===== src/rtl/riscv_div_issue_ctrl.sv =====
// Execute-stage issue controller for the iterative 64-bit divider: issues one division, stalls the
// pipeline, returns the result with a done pulse and absorbs the divider's re-arm run.
// Optional one-entry result cache enabled by defining RISCV_DIV_RESULT_CACHE_EN.
module riscv_div_issue_ctrl #(
    parameter int XLEN = 64
) (
    input  logic            i_riscv_div_clk,
    input  logic            i_riscv_div_rst,
    input  logic            i_riscv_divctl_req,
    input  logic [1:0]      i_riscv_divctl_op,
    input  logic [XLEN-1:0] i_riscv_divctl_rs1data,
    input  logic [XLEN-1:0] i_riscv_divctl_rs2data,
    input  logic            i_riscv_divctl_flush,
    output logic            o_riscv_divctl_stall,
    output logic            o_riscv_divctl_done,
    output logic [XLEN-1:0] o_riscv_divctl_result,
    output logic [2:0]      o_riscv_divctl_divctrl,
    output logic [XLEN-1:0] o_riscv_divctl_div_rs1data,
    output logic [XLEN-1:0] o_riscv_divctl_div_rs2data,
    input  logic [XLEN-1:0] i_riscv_divctl_divresult,
    input  logic            i_riscv_divctl_divvalid
);

    typedef enum logic [1:0] {
        ST_IDLE  = 2'b00,
        ST_WAIT  = 2'b01,
        ST_DRAIN = 2'b10
    } state_e;

    state_e          state_r, state_s;
    logic [2:0]      divctrl_r, divctrl_s;
    logic [XLEN-1:0] rs1_r, rs1_s;
    logic [XLEN-1:0] rs2_r, rs2_s;
    logic [XLEN-1:0] result_r, result_s;
    logic            done_r, done_s;
    logic            accept_s;
    logic            hit_s;
    logic [XLEN-1:0] cache_res_s;

    // A held request is new only when its own completion is not being presented this cycle
    assign accept_s = i_riscv_divctl_req && !i_riscv_divctl_flush && !done_r;

`ifdef RISCV_DIV_RESULT_CACHE_EN
    logic            cache_we_s;
    logic            cache_vld_r;
    logic [1:0]      cache_op_r;
    logic [XLEN-1:0] cache_rs1_r;
    logic [XLEN-1:0] cache_rs2_r;
    logic [XLEN-1:0] cache_res_r;

    assign cache_we_s = (state_r == ST_WAIT) && i_riscv_divctl_divvalid && !i_riscv_divctl_flush;

    // Cache entry holds the most recent divider-computed result and its key
    always_ff @(posedge i_riscv_div_clk or negedge i_riscv_div_rst) begin
        if (!i_riscv_div_rst) begin
            cache_vld_r <= 1'b0;
            cache_op_r  <= 2'b00;
            cache_rs1_r <= {XLEN{1'b0}};
            cache_rs2_r <= {XLEN{1'b0}};
            cache_res_r <= {XLEN{1'b0}};
        end else if (cache_we_s) begin
            cache_vld_r <= 1'b1;
            cache_op_r  <= divctrl_r[1:0];
            cache_rs1_r <= rs1_r;
            cache_rs2_r <= rs2_r;
            cache_res_r <= i_riscv_divctl_divresult;
        end
    end

    assign hit_s = cache_vld_r && (i_riscv_divctl_op == cache_op_r) &&
                   (i_riscv_divctl_rs1data == cache_rs1_r) && (i_riscv_divctl_rs2data == cache_rs2_r);
    assign cache_res_s = cache_res_r;
`else
    assign hit_s       = 1'b0;
    assign cache_res_s = {XLEN{1'b0}};
`endif

    // Next-state and next-output decode
    always_comb begin
        state_s   = state_r;
        divctrl_s = divctrl_r;
        rs1_s     = rs1_r;
        rs2_s     = rs2_r;
        result_s  = result_r;
        done_s    = 1'b0;
        case (state_r)
            ST_IDLE: begin
                if (accept_s && hit_s) begin
                    result_s = cache_res_s;
                    done_s   = 1'b1;
                end else if (accept_s) begin
                    divctrl_s = {1'b1, i_riscv_divctl_op};
                    rs1_s     = i_riscv_divctl_rs1data;
                    rs2_s     = i_riscv_divctl_rs2data;
                    state_s   = ST_WAIT;
                end else begin
                    state_s = ST_IDLE;
                end
            end
            ST_WAIT: begin
                // The divider re-arms on the valid cycle either way, so both exits drain one run
                if (i_riscv_divctl_flush) begin
                    divctrl_s = 3'b000;
                    state_s   = ST_DRAIN;
                end else if (i_riscv_divctl_divvalid) begin
                    result_s  = i_riscv_divctl_divresult;
                    done_s    = 1'b1;
                    divctrl_s = 3'b000;
                    state_s   = ST_DRAIN;
                end else begin
                    state_s = ST_WAIT;
                end
            end
            ST_DRAIN: begin
                if (i_riscv_divctl_divvalid) begin
                    state_s = ST_IDLE;
                end else begin
                    state_s = ST_DRAIN;
                end
                if (accept_s && hit_s) begin
                    result_s = cache_res_s;
                    done_s   = 1'b1;
                end else begin
                    done_s = 1'b0;
                end
            end
            default: begin
                state_s   = ST_IDLE;
                divctrl_s = 3'b000;
            end
        endcase
    end

    // State and registered outputs
    always_ff @(posedge i_riscv_div_clk or negedge i_riscv_div_rst) begin
        if (!i_riscv_div_rst) begin
            state_r   <= ST_IDLE;
            divctrl_r <= 3'b000;
            rs1_r     <= {XLEN{1'b0}};
            rs2_r     <= {XLEN{1'b0}};
            result_r  <= {XLEN{1'b0}};
            done_r    <= 1'b0;
        end else begin
            state_r   <= state_s;
            divctrl_r <= divctrl_s;
            rs1_r     <= rs1_s;
            rs2_r     <= rs2_s;
            result_r  <= result_s;
            done_r    <= done_s;
        end
    end

    assign o_riscv_divctl_stall       = i_riscv_divctl_req && !done_r;
    assign o_riscv_divctl_done        = done_r;
    assign o_riscv_divctl_result      = result_r;
    assign o_riscv_divctl_divctrl     = divctrl_r;
    assign o_riscv_divctl_div_rs1data = rs1_r;
    assign o_riscv_divctl_div_rs2data = rs2_r;

endmodule


===== config.mk =====
export PLATFORM = sky130hd
export DESIGN_NAME = riscv_div_issue_ctrl
export DESIGN_NICKNAME = d
export VERILOG_FILES = /design/src/rtl/riscv_div_issue_ctrl.sv
export SDC_FILE = /design/constraint.sdc
export NUM_CORES = 1
export LEC_CHECK = 0
export BUFFER_PORTS_ARGS = -buffer_cell sky130_fd_sc_hd__buf_2
export CAP_MARGIN = 40
export CORE_MARGIN = 1.5
export CORE_UTILIZATION = 24
export DETAILED_ROUTE_END_ITERATION = 8
export REMOVE_ABC_BUFFERS = 1
export SLEW_MARGIN = 0
export SYNTH_ARGS = -nofsm -noshare
export SYNTH_HDL_FRONTEND = slang
export SYNTH_SLANG_ARGS = --single-unit

===== constraint.sdc =====
create_clock -name i_riscv_div_clk -period 1.7 [get_ports i_riscv_div_clk]
set_input_delay 0.34 -clock i_riscv_div_clk [delete_from_list [all_inputs] [get_ports i_riscv_div_clk]]
set_output_delay 0.34 -clock i_riscv_div_clk [all_outputs]
set_load 0.05 [all_outputs]

==> flow_summary.yaml <==
route:
  wirelength_um: 21870
  ant_nets: 0
  num_vias: 5401
  drc: 0
  vias_per_cell: 4.210
  dr.pass1.iters: 4
  wl_per_cell_um: 17.05
  dr.first_iter.drc_count: 164
floorplanning:
  dieArea_um2: 32260
  core_um2: 30670
  die_w_um: 179.6
  num_rows: 64
  die_h_um: 179.6
  io_pins: 396
  start_util_pct: 24.41
layout:
  layout_commonest_cell: "buf_2"
  area_growth_pct: 50.96
  nets: 1073
  diodes: 0
  fillers: 3009
  final_area_um2: 11300
  drive_above_1_share_pct: 72.15
  layout_common_cells: "buf_2 (393), dfrtp_1 (198), mux2_2 (87)"
global_routing:
  grt.total_usage_pct: 13.34
  grt_overflow_total: 0
  grt_start_max_net_pins: 43
  grt_pass1_vias: 5918
  grt_pass1_wl_um: 33430
  grt_antenna_before_repair: 0
clock_network:
  numClockSinks: 198
  clock_path_buffers: 2
  cts-htree-levels: 4
  clk_pin_slew_worst_paths_ns: 0.08
  clk_latency_ns: 0.44
  cts_root_buffer: "clkbuf_16"
  tritoncts: "done"
  numCtsBuffers: 17
setup_path:
  startpoint_type: "register"
  cp.required_ns: 2.03
  worstPathMaxFanout: 13
  crit_path_end_kind: "register"
  critical_path_class: "register to register"
  arrival_ns: 2.15
placement:
  dp_hpwl_um: 15160
  gp_congestion: 0.7390
  place_area_um2: 10210
  numPortBuffers: 395
synth:
  synth_cells: 433
  yosys.area_share.simple_pct: 0.9527
  synth_edf_count: 0
  synth-main-ff-cell: "dfrtp_1"
  synth_compound_gate_area_share_pct: 0.8190
  syn_area_per_cell_um2: 17.29
  synth_top_family_by_area: "multiplexers"
  syn_area_um2: 7486
  ys_seq_elements: 198
  synth.distinct_cells: 22
  yosys_warnings: 0
  yosysSeqAreaShare_pct: 66.19
  muxShareOfSynthArea_pct: 28.88
  async_flop_share_pct: 100.0
  synth_xor_xnor_area_share_pct: 0
  synth_fa_ha_area_share_pct: 0
worst_hold_path:
  hold_class: "input pin to register"
timing:
  relSlewSlack_pct: 72.75
  setup_violations: 175
  clock_skew_ns: 0.01132
  period_needed_ns: 1.818
  rsz0062_at_grt: "true"
  post-route-period-util_pct: 106.9
  setup_ws_ns: -0.1180
  drv_slew: 0
  worst_slew_pin_slew_ns: 0.4088
  final-hold-violation-count: 0
  fmax_mhz: 550.1
power_and_ir_drop:
  power_frac_comb_pct: 50.9
  power_w: 0.02348
  switching_share_pct: 48.87
  p_leak_nw: 5.610
  clkPwrFrac_pct: 16.9
  power_switching_w: 0.01148
  power_density_nw_per_um2: 2078
  pwr-share-seq_pct: 32.1
  ir_worst_vdd_mv: 1.078
  p_int_w: 0.01200
status:
  outcome: "complete, but fails checks"
  violations: "setup timing"
flow_run:
  maxCapViolations: 0
final cells by class:
type / count / area (um^2) / area share, %
clock inverter: 15 / 143.9 / 1.273
sequential: 198 / 4955 / 43.84
timing repair buffer: 444 / 2666 / 23.59
inverter: 2 / 7.507 / 0.06643
multi-input combinational: 211 / 2608 / 23.07
clock buffer: 17 / 425.4 / 3.764
tap: 396 / 495.5 / 4.384
timing repair:
item                                   4_1_cts  5_1_grt
cloned                                       1        6
endpoints found under the hold margin       30        0
hold buffers                                 1        0
gates resized for setup                     54       31
pin swaps                                    1        1
setup endpoints to repair                  130      189
setup buffers                                4        2
worst max-delay path, cell delays in order, from the launching register on:
cell and delay (ns):
dfrtp_1 0.42, nor4b_4 0.31, nor2b_4 0.28, buf_12 0.19, buf_12 0.17, mux2_1 0.33
worst paths after layout:
path                                                  startpoint                                          to  slack, ns  cells after the start
setup / recovery                            state_r[0]$_DFF_PN0_  o_riscv_divctl_div_rs1data[15]$_DFFE_PN0P_      -0.12                      5
hold / removal                        i_riscv_divctl_rs1data[30]  o_riscv_divctl_div_rs1data[30]$_DFFE_PN0P_       0.11                      2
setup reg to reg                            state_r[0]$_DFF_PN0_  o_riscv_divctl_div_rs1data[15]$_DFFE_PN0P_      -0.12                      5
hold reg to reg            o_riscv_divctl_divctrl[2]$_DFFE_PN0P_       o_riscv_divctl_divctrl[2]$_DFFE_PN0P_       0.48                      1
max in group asynchronous                        i_riscv_div_rst  o_riscv_divctl_div_rs1data[54]$_DFFE_PN0P_       0.73                      3
min in group asynchronous                        i_riscv_div_rst  o_riscv_divctl_div_rs2data[46]$_DFFE_PN0P_       0.41                      2
routing by layer:
layer	share of wire, %	global-route usage (%)
met1	40	15.32
met2	50	22.29
met3	8.1	5.166
met4	1.7	5.267
met5	0	0
per-stage QoR:
stage	hold slack, ns	setup WS, ns	utilization [%]	TNS, ns	cells
finish	0.1055	-0.1180	36.85	-11.00	1283
global route	0.07222	-0.1847	36.85	-24.34	1283
CTS	0.06684	-0.1385	36.00	-11.37	1275
detailed placement	0.3251	-0.2896	33.29	-32.69	1238
global placement	0.3279	-0.2110	33.29	-23.04	1238
floorplan	0.04441	-6.065	-	-1061.66	411
synthesized netlist by cell type (2+ instances only):
cell type    n  share of area (%)
a211o_1      2               0.23
mux2_1      76                 11
mux2_2     116                 17
nor2_1       3               0.15
nor4_1       2               0.17
buf_8        7                1.4
buf_4       11                1.1
a211oi_1     2               0.20
dfrtp_1    198                 66
inv_1        2               0.10
buf_2        2               0.13
nor2b_1      2               0.17
flip-flops by register name, indices dropped and copies added (netlist names):
signal	cells
o_riscv_divctl_div_rs1data	64
state_r	2
o_riscv_divctl_result	64
o_riscv_divctl_done	1
o_riscv_divctl_div_rs2data	64
o_riscv_divctl_divctrl	3
power by group through the flow:
| stage | clock, W | combinational, W | sequential [W] |
|---|---|---|---|
| finish | 0.00398 | 0.0120 | 0.00755 |
| global placement | 0 | 0.0113 | 0.00752 |
| CTS | 0.00414 | 0.0118 | 0.00754 |
| detailed placement | 0 | 0.0114 | 0.00756 |
| global route | 0.00433 | 0.0124 | 0.00782 |
| floorplan | 0 | 0.00178 | 0.0142 |
kinds of logic (layout without fill, tap and decap cells):
| kind of cell | count (synthesis) | after routing |
|---|---|---|
| compound gates | 8 | 8 |
| buf+inv | 24 | 478 |
| flops | 198 | 198 |
| mux | 192 | 192 |
| simple gates | 11 | 11 |
No activity file was read; power rests on OpenSTA's default activity.
